**config.mk**
```make
export PLATFORM = sky130hd
export DESIGN_NAME = ustream_accum
export DESIGN_NICKNAME = d
export VERILOG_FILES = /design/src/rtl/ustream_accum.sv
export SDC_FILE = /design/constraint.sdc
export NUM_CORES = 1
export LEC_CHECK = 0
export CAP_MARGIN = 0
export CORE_AREA = 2 2 57 59
export DETAILED_ROUTE_END_ITERATION = 7
export DIE_AREA = 0 0 59 61
export DONT_BUFFER_PORTS = 1
export PLACE_DENSITY = 0.62
export SLEW_MARGIN = 10
export SYNTH_ARGS = -nofsm -noshare
export SYNTH_HDL_FRONTEND = slang
export SYNTH_SLANG_ARGS = --single-unit
```
**constraint.sdc**
```tcl
create_clock -name iClk -period 2.27 [get_ports iClk]
set_input_delay 0.227 -clock iClk [delete_from_list [all_inputs] [get_ports iClk]]
set_output_delay 0.227 -clock iClk [all_outputs]
set_load 0.01 [all_outputs]
```
**src/rtl/ustream_accum.sv**
```systemverilog
`default_nettype none
// ============================================================================
//  Module      : ustream_accum
//  Description : Unary-to-binary accumulator. Counts the 1s of a unary
//                bitstream over one Sobol period of 2^BITWIDTH enabled
//                samples, drives the upstream Sobol clear at window start,
//                and presents the saturated count through a single-entry
//                valid/ready output register with a sticky drop flag.
//  Revision    : 1.0 - initial release
// ============================================================================
module ustream_accum #(
    parameter int BITWIDTH = 8
) (
    input  logic                iClk,
    input  logic                iRst,
    input  logic                iStart,
    input  logic                iEn,
    input  logic                iBit,
    input  logic                iClr,
    input  logic                iReady,
    output logic                oRngClr,
    output logic                oBusy,
    output logic [BITWIDTH-1:0] oResult,
    output logic                oValid,
    output logic                oDrop
);

    localparam logic [0:0]          S_IDLE     = 1'b0;
    localparam logic [0:0]          S_RUN      = 1'b1;
    localparam logic [BITWIDTH-1:0] C_CNT_LAST = {BITWIDTH{1'b1}};
    localparam logic [BITWIDTH-1:0] C_SAT_MAX  = {BITWIDTH{1'b1}};

    logic [0:0]          state_q, state_d;
    logic [BITWIDTH-1:0] cnt_q, cnt_d;
    logic [BITWIDTH:0]   ones_q, ones_d;
    logic [BITWIDTH-1:0] result_q, result_d;
    logic                valid_q, valid_d;
    logic                drop_q, drop_d;

    logic                w_complete;
    logic                w_accept;
    logic [BITWIDTH:0]   w_final;
    logic [BITWIDTH-1:0] w_final_sat;

    // Completion is the edge that takes the last sample of the window;
    // a start request is honoured in IDLE or on that same edge.
    assign w_complete  = (state_q == S_RUN) && iEn && (cnt_q == C_CNT_LAST);
    assign w_accept    = (state_q == S_IDLE) || w_complete;

    // The last sample is still on iBit at completion, so it is folded in here
    // rather than waiting one more cycle for the counter to absorb it.
    assign w_final     = ones_q + {{BITWIDTH{1'b0}}, iBit};
    assign w_final_sat = w_final[BITWIDTH] ? C_SAT_MAX : w_final[BITWIDTH-1:0];

    // State register: all flops, reset dominates everything.
    always_ff @(posedge iClk) begin
        if (iRst) begin
            state_q  <= S_IDLE;
            cnt_q    <= '0;
            ones_q   <= '0;
            result_q <= '0;
            valid_q  <= 1'b0;
            drop_q   <= 1'b0;
        end else begin
            state_q  <= state_d;
            cnt_q    <= cnt_d;
            ones_q   <= ones_d;
            result_q <= result_d;
            valid_q  <= valid_d;
            drop_q   <= drop_d;
        end
    end

    // Next-state and counter update: abort wins, enabled samples advance.
    always_comb begin
        state_d = state_q;
        cnt_d   = cnt_q;
        ones_d  = ones_q;
        if (iClr) begin
            state_d = S_IDLE;
            cnt_d   = '0;
            ones_d  = '0;
        end else begin
            case (state_q)
                S_IDLE: begin
                    if (iStart) begin
                        state_d = S_RUN;
                        cnt_d   = '0;
                        ones_d  = '0;
                    end
                end
                S_RUN: begin
                    if (iEn) begin
                        if (cnt_q == C_CNT_LAST) begin
                            // Window done: chain straight into the next one
                            // when a start arrives on this edge.
                            state_d = iStart ? S_RUN : S_IDLE;
                            cnt_d   = '0;
                            ones_d  = '0;
                        end else begin
                            cnt_d  = cnt_q + 1'b1;
                            ones_d = ones_q + {{BITWIDTH{1'b0}}, iBit};
                        end
                    end
                end
                default: begin
                    state_d = S_IDLE;
                    cnt_d   = '0;
                    ones_d  = '0;
                end
            endcase
        end
    end

    // Output register: load on completion if the slot is free or draining,
    // otherwise flag the lost result; abort clears only the drop flag.
    always_comb begin
        result_d = result_q;
        valid_d  = valid_q;
        drop_d   = drop_q;
        if (w_complete && !iClr) begin
            if (!valid_q || iReady) begin
                result_d = w_final_sat;
                valid_d  = 1'b1;
            end else begin
                drop_d   = 1'b1;
            end
        end else if (iReady) begin
            valid_d = 1'b0;
        end
        if (iClr) begin
            drop_d = 1'b0;
        end
    end

    assign oRngClr = iStart & w_accept & ~iClr & ~iRst;
    assign oBusy   = (state_q == S_RUN);
    assign oResult = result_q;
    assign oValid  = valid_q;
    assign oDrop   = drop_q;

endmodule
`default_nettype wire

```
# After elaboration in Yosys (flattened, before gate mapping)
# Cells that the tools add are included.
# classes
n_addsub,2
n_eq_ne,4
muxes,16
bitwise,7
n_reduce_logical,13
# ops
cell,count
$mux W8,4
$mux W9,3
$pmux W9 S2,1
$pmux W8 S2,1
$add A9 B1 Y9,1
$add A8 B1 Y8 const B,1
$eq A8 B8 Y1 const B,1
$reduce_and A2 Y1,4
$mux W1,6
$ne A2 B2 Y1 const B,2
$not A1 Y1,4
$and A1 B1 Y1,3
$logic_and A1 B1 Y1,3
$logic_not A1 Y1,2
$logic_or A1 B1 Y1,2
$ne A2 B1 Y1 const B,1
$pmux W1 S2,1
$reduce_bool A2 Y1,1
$reduce_or A2 Y1,1
# totals
reg_bits,28
inputBits,7
output_inout_bits,12

# Depth between registers and ports, before layout
# Gate-level depths: netlist of run 1.
# logic_depth
word_depth,6
depth_mapped,7

# Worst setup path after synthesis of run 1
# OpenSTA, ideal clock, no wires.
# synth_path
path_type,flip-flop to flip-flop
start,register ones_q[0]
end,"register result_q[2], in the netlist oResult[2]"
setup_ns,0.088
arrival_ns,1.534
t_required_ns,2.182
path_slack_ns,0.648
stages_incl_launch_ff,7
n_path_buf,0
synth_period_minus_slack_ns,1.622
cell_sequence,dfxtp_1 > ha_1 > ha_1 > nand4_1 > nor4_4 > nor2_1 > a311oi_2
# synth_via
elab_chain_len,2
# synth_lines
item,line_no,rtl
from (decl),35,"logic [BITWIDTH:0] ones_q, ones_d;"
from (signal assigned),67,ones_q <= ones_d;
$add A9 B1 Y9,52,"assign w_final = ones_q + {{BITWIDTH{1'b0}}, iBit};"
$mux W8,53,assign w_final_sat = w_final[BITWIDTH] ? C_SAT_MAX : w_final[BITWIDTH-1:0];
to (signal assigned),68,result_q <= result_d;
to (decl),36,"logic [BITWIDTH-1:0] result_q, result_d;"
# Every way passes these cells.
# A chain may end at the register's enable or synchronous reset.

# Worst setup path in the final report of run 1
# layout_path
start,register cnt_q[0]
end,output oRngClr
# layout_via
elab_chain_len,6
# layout_lines
item,line_no,rtl
from (decl),34,"logic [BITWIDTH-1:0] cnt_q, cnt_d;"
from (signal assigned),66,cnt_q <= cnt_d;
$eq A8 B8 Y1,47,assign w_complete = (state_q == S_RUN) && iEn && (cnt_q == C_CNT_LAST);
$logic_and A1 B1 Y1,47,
$logic_or A1 B1 Y1,48,assign w_accept = (state_q == S_IDLE) || w_complete;
$and A1 B1 Y1 (3 in series),136,assign oRngClr = iStart & w_accept & ~iClr & ~iRst;
to (decl),21,"output logic oRngClr,"
# Every way passes these cells.

==> flow_summary.ini, run 1 <==
[cts]
clk_latency_ns = 0.34
cts.sinks = 28
cts_setup_buffers = 0
cts_htree_levels = 1
cts_root_buf = clkbuf_4
cts_tree = built
clk_pin_slew_ns = 0.16
cts_hold_buf = 2
clk_path_buf_depth = 2
numCtsBuffers = 3
ctsResizeCount = 0

[worst_setup_path]
r2r_cells = 5
max_stage_delay_ns = 0.40
critPathLaunchType = register
path_max_fanout = 6
crit_type = reg -> out
r2r-end = oResult[4]
crit_chain = ha_1 -> and4_1 -> nand3_1 -> a21oi_1
end_kind = output pin
critPathSlowestCell = dfxtp_1
cp.required_ns = 2.04
arrival_ns = 1.78
rr_startpoint = cnt_q[0]
r2r_slack_ns = 0.28

[sta]
slew_violations = 0
hold_viol = 0
max_slew.worst_pin.slew_ns = 0.519
slew_headroom = 0.654
post-route-period-util = 0.882
finClkSkew_ns = 0.0152
min_period_ns = 2.00
setup_viol = 0
setup_tns_ns = 0
rsz0062_at_grt = no
fmax_mhz = 499

[min_path]
hp-class = in -> reg
worstHoldEndpoint = oValid
hp-start = iReady
hold_depth = 3

[logic_synthesis]
yosysTopAreaCellShare = 0.392
synth-seq-cells = 28
syn_inst = 166
syn-num-nets = 176
synth_edf_count = 0
synth_cell_types = 44
synth_area_per_cell_um2 = 8.61
synthTopCellsByArea = dfxtp_1 39%, a21oi_1 6.0%, nand2_1 4.2%
netlist_area_mm2 = 0.00143
seq_area_frac_synth = 0.392
ys_warn_count = 0
synthFlopType = dfxtp_1
synth_area_leader_cell = dfxtp_1
async_flop_share = 0

[global_routing]
grt_max_degree = 17
grt_overflow = 0
antenna_found_initial = 0
grt.total_usage = 0.175
grt_pass1_wl_um = 4910
grt_pass1_vias = 1096

[run]
drv_cap = 0

[floorplanning]
die_height_um = 61
dieArea_mm2 = 0.00360
io_pins = 19
core_area_mm2 = 0.00295
dieWidth_um = 59
rows = 20
start_util = 0.484

[power_and_ir_drop]
ir_drop_v = 0.000362
powerDensity_mw_per_mm2 = 572
p_leak_nw = 0.455

[place]
place.gp.congestion = 0.841
place_area_mm2 = 0.00144
io_buffers = 0
dp_hpwl_um = 2250

[cells_and_area]
finalInstanceArea_mm2 = 0.00151
n_antenna_cell = 0
layout.nets = 176
post-route-util = 0.511
drive_gt1_frac = 0.103
area.growth.synth_to_final_pct = 5.52

[routing]
routedWlPerCell_um = 15.4
routed_wl_um = 3050
vias = 1232
drcViolationCount = 0
via_per_inst = 6.22
postRouteAntennaNets = 0
dr.pass1.iters = 4
drt-initial-drc-count = 48

[outcome]
outcome = complete, no violations
through the flow:
step	hold slack [ns]	power [W]	setup slack, ns	cells
2_1_floorplan	0.344	0.000530	0.648	166
3_3_place_gp	0.298	0.000534	0.348	192
3_5_place_dp	0.298	0.000535	0.326	192
4_1_cts	0.0878	0.000867	0.266	198
5_1_grt	0.0788	0.000893	0.106	198
6_report	0.0890	0.000862	0.267	198
state kept, by name, summed over array words and instances (netlist names):
register,cells
oBusy,1
oResult,8
cnt_q,8
oValid,1
ones_q,9
oDrop,1
layout by cell type, fill, tap and decap left out, types with 2 or more instances in the layout:
| cell type | netlist | final |
|---|---|---|
| o21a_1 | 2 | 2 |
| nand3_1 | 9 | 9 |
| dfxtp_1 | 28 | 28 |
| a211oi_1 | 4 | 4 |
| inv_1 | 2 | 2 |
| dlygate4sd3_1 | 0 | 2 |
| ha_1 | 3 | 3 |
| clkbuf_4 | 0 | 3 |
| a21oi_1 | 17 | 17 |
| a211oi_2 | 2 | 2 |
| nand4_1 | 2 | 2 |
| nor2_1 | 15 | 15 |
| nor3_1 | 4 | 4 |
| a21oi_2 | 3 | 3 |
| o21ai_1 | 2 | 2 |
| nor4_1 | 2 | 2 |
| a311oi_2 | 2 | 2 |
| and2_1 | 3 | 3 |
| mux2i_1 | 2 | 2 |
| nand2_1 | 16 | 16 |
| a31oi_1 | 6 | 6 |
| buf_4 | 1 | 2 |
| nand2b_1 | 2 | 2 |
| nand3b_1 | 2 | 2 |
| o21ai_0 | 7 | 7 |
| a22oi_1 | 3 | 3 |
| xnor2_1 | 3 | 3 |
where the power goes:
group	internal (W)	switching, W
Combinational	0.0000118	0.0000229
Sequential	0.000493	0.00000211
Clock	0.000179	0.000153
Total	0.000684	0.000178
layer usage:
metal | part of all wire | global-route usage | wire length [um]
met1 | 0.46 | 0.212 | 1410
met2 | 0.49 | 0.305 | 1490
met3 | 0.039 | 0.0469 | 118
met4 | 0.011 | 0.0519 | 35
met5 | 0 | 0 | 0
cell type report:
type | instances | area [um^2]
fillers | 276 | 1450
multi-input cells | 127 | 811
flip-flops and latches | 28 | 561
well taps | 33 | 41.3
repair buffers | 4 | 35.0
clock inverters | 1 | 30.0
clock buffers | 3 | 22.5
inverters | 2 | 7.51
worst max-delay path: cells and delay by family (launching register included):
family | cells | cell delay, ns
flip-flops | 1 | 0.40
AO/OA/AOI/OAI | 1 | 0.27
AND/OR/NAND/NOR | 2 | 0.52
adder cells (fa/ha/maj) | 1 | 0.24
cell usage after synthesis (2+ instances only):
master / n
dfxtp_1: 28
nor2_1: 15
a21oi_2: 3
nand3b_1: 2
o21ai_0: 7
a211oi_1: 4
inv_1: 2
a22oi_1: 3
nand2b_1: 2
and2_1: 3
nand4_1: 2
nor3_1: 4
nand3_1: 9
ha_1: 3
o21ai_1: 2
a311oi_2: 2
o21a_1: 2
a211oi_2: 2
a31oi_1: 6
buf_2: 4
nor4_1: 2
mux2i_1: 2
a21oi_1: 17
xnor2_1: 3
clkbuf_1: 3
nand2_1: 16
worst max-delay path by stage:
stage / from / end / cells past startpoint
floorplan: ones_q[0] / oResult[2] / 6
global placement: cnt_q[0] / oResult[4] / 5
detailed placement: cnt_q[0] / oResult[4] / 5
CTS: cnt_q[0] / oRngClr / 4
global route: cnt_q[0] / oResult[4] / 5
finish: cnt_q[0] / oRngClr / 4
cells by family (layout without fill, tap and decap cells):
family                   after synthesis  after routing  synth area share
flip-flops                            28             28             0.392
adder cells (fa/ha/maj)                3              3            0.0263
multiplexers                           2              2            0.0140
buffers and inverters                 11             10            0.0403
AND/OR/NAND/NOR                       65             65             0.244
XOR/XNOR                               4              4            0.0245
AO/OA/AOI/OAI                         53             53             0.258
Power figures use the tool's default switching activity.
==> run 2, diff against run 1 <==
Settings changed: MAX_ROUTING_LAYER set to met4.
==> run 2 against run 1 <==
Compared with the run above: sequential power about the same; sequential cell count unchanged; wire length decreased by 1.0%; combinational power about the same; die area unchanged; utilization unchanged; setup slack improved by 0.0034 ns; via count increased by 0.24%; clock-buffer cell count unchanged; critical path type unchanged.
==> flow_summary.ini, run 2 (synthesized netlist as in run 1, its figures left out) <==
[global_routing]
grt_max_degree = 17
grt_pass1_wl_um = 4910
grt_pass1_vias = 1096
grt.total_usage = 0.181
grt_overflow = 0
antenna_found_initial = 0

[place]
io_buffers = 0
dpl_worst_slack_ns = 0.326
place.gp.congestion = 0.854
dp_hpwl_um = 2250

[power_and_ir_drop]
p_seq_frac = 0.574
p_sw_frac = 0.208
power.switching_w = 0.000179
internal_power_w = 0.000684
ir_drop_v = 0.000363
p_clk_frac = 0.386
p_leak_nw = 0.455
comb_power_share = 0.040
powerDensity_mw_per_mm2 = 572

[min_path]
hp-class = in -> reg
hold_depth = 3

[worst_setup_path]
cp.required_ns = 2.04
max_stage_delay_ns = 0.40
critPathSlowestCell = dfxtp_1
critPathLaunchType = register
path_depth = 4
end_kind = output pin
r2r_slack_ns = 0.27
path_max_fanout = 6
arrival_ns = 1.77
crit_family = simple AND/OR/NAND/NOR gates
cp.buffers_inverters = 0
crit_chain = ha_1 -> and4_1 -> nand3_1 -> a21oi_1
r2r_cells = 5
crit_type = reg -> out

[routing]
postRouteAntennaNets = 0
drt-initial-drc-count = 45
via_per_inst = 6.24
routed_wl_um = 3020
dr.pass1.iters = 4
vias = 1235
routedWlPerCell_um = 15.3
drcViolationCount = 0

[sta]
slew_violations = 0
setup_tns_ns = 0
rsz0062_at_grt = no
holdWs_ns = 0.0901
setup_ws_ns = 0.270
slew_headroom = 0.664
fmax_mhz = 500
hold_viol = 0
finClkSkew_ns = 0.0151
min_period_ns = 2.00
post-route-period-util = 0.881
setup_viol = 0
max_slew.worst_pin.slew_ns = 0.504

[floorplanning]
io_pins = 19
core_area_mm2 = 0.00295
dieWidth_um = 59
dieArea_mm2 = 0.00360
rows = 20
start_util = 0.484
die_height_um = 61

[cells_and_area]
area.growth.synth_to_final_pct = 5.52
fillers = 276
drive_gt1_frac = 0.103
n_antenna_cell = 0
layout.nets = 176
post-route-util = 0.511
layout_common_cells = 28 x dfxtp_1, 17 x a21oi_1, 16 x nand2_1
largest-register = ones_q
largest_reg_flops = 9
final_common_cell = dfxtp_1

[cts]
cts_htree_levels = 1
cts_setup_buffers = 0
numCtsBuffers = 3
cts_tree = built
cts.sinks = 28
clk_latency_ns = 0.34
clk_pin_slew_ns = 0.16
cts_root_buf = clkbuf_4
clk_path_buf_depth = 2

[outcome]
outcome = complete, no violations

[run]
drv_cap = 0
-- run 2: final cells by class --
| type | instances | area [um^2] | area share |
|---|---|---|---|
| Multi-Input combinational cell | 127 | 811 | 0.538 |
| Tap cell | 33 | 41.3 | 0.0274 |
| Sequential cell | 28 | 561 | 0.372 |
| Timing Repair Buffer | 4 | 35.0 | 0.0232 |
| Clock buffer | 3 | 22.5 | 0.0149 |
| Clock inverter | 1 | 30.0 | 0.0199 |
| Inverter | 2 | 7.51 | 0.00498 |
-- run 2: power by group through the flow --
stage | clock [W] | sequential, W | combinational (W)
final | 0.000333 | 0.000495 | 0.0000347
after global routing | 0.000359 | 0.000496 | 0.0000385
after CTS | 0.000336 | 0.000495 | 0.0000351
after detailed placement | 0 | 0.000506 | 0.0000291
after global placement | 0 | 0.000506 | 0.0000288
after floorplan | 0 | 0.000505 | 0.0000246
-- run 2: repair_timing --
action,in CTS,in global routing
gates resized for setup,0,0
hold buffers,2,0
endpoints found under the hold margin,10,0
-- run 2: metrics by stage --
stage	power, W	area, um^2	instances
final	0.000863	1510	198
after global routing	0.000893	1510	198
after CTS	0.000867	1510	198
after detailed placement	0.000535	1440	192
after global placement	0.000534	1440	192
after floorplan	0.000530	1430	166
-- run 2: final timing paths --
path | start | to
hold reg to reg | cnt_q[4] | cnt_q[4]
setup reg to reg | cnt_q[0] | oResult[4]
hold / removal | iReady | oValid
setup / recovery | cnt_q[0] | oRngClr
-- run 2: worst register-to-register path, cell delays in order (launching register included) --
cell and delay, ns:
dfxtp_1 0.40, ha_1 0.24, and4_1 0.37, and4b_1 0.38, nor4b_2 0.36, a211oi_1 0.12
-- run 2: layer usage --
metal / part of all wire / track usage / vias to the layer above
met3: 0.039 / 0.0469 / 4
met2: 0.49 / 0.305 / 27
met5: 0 / - / -
li1: - / - / 614
met4: 0.0096 / 0.0519 / 0
met1: 0.46 / 0.212 / 590
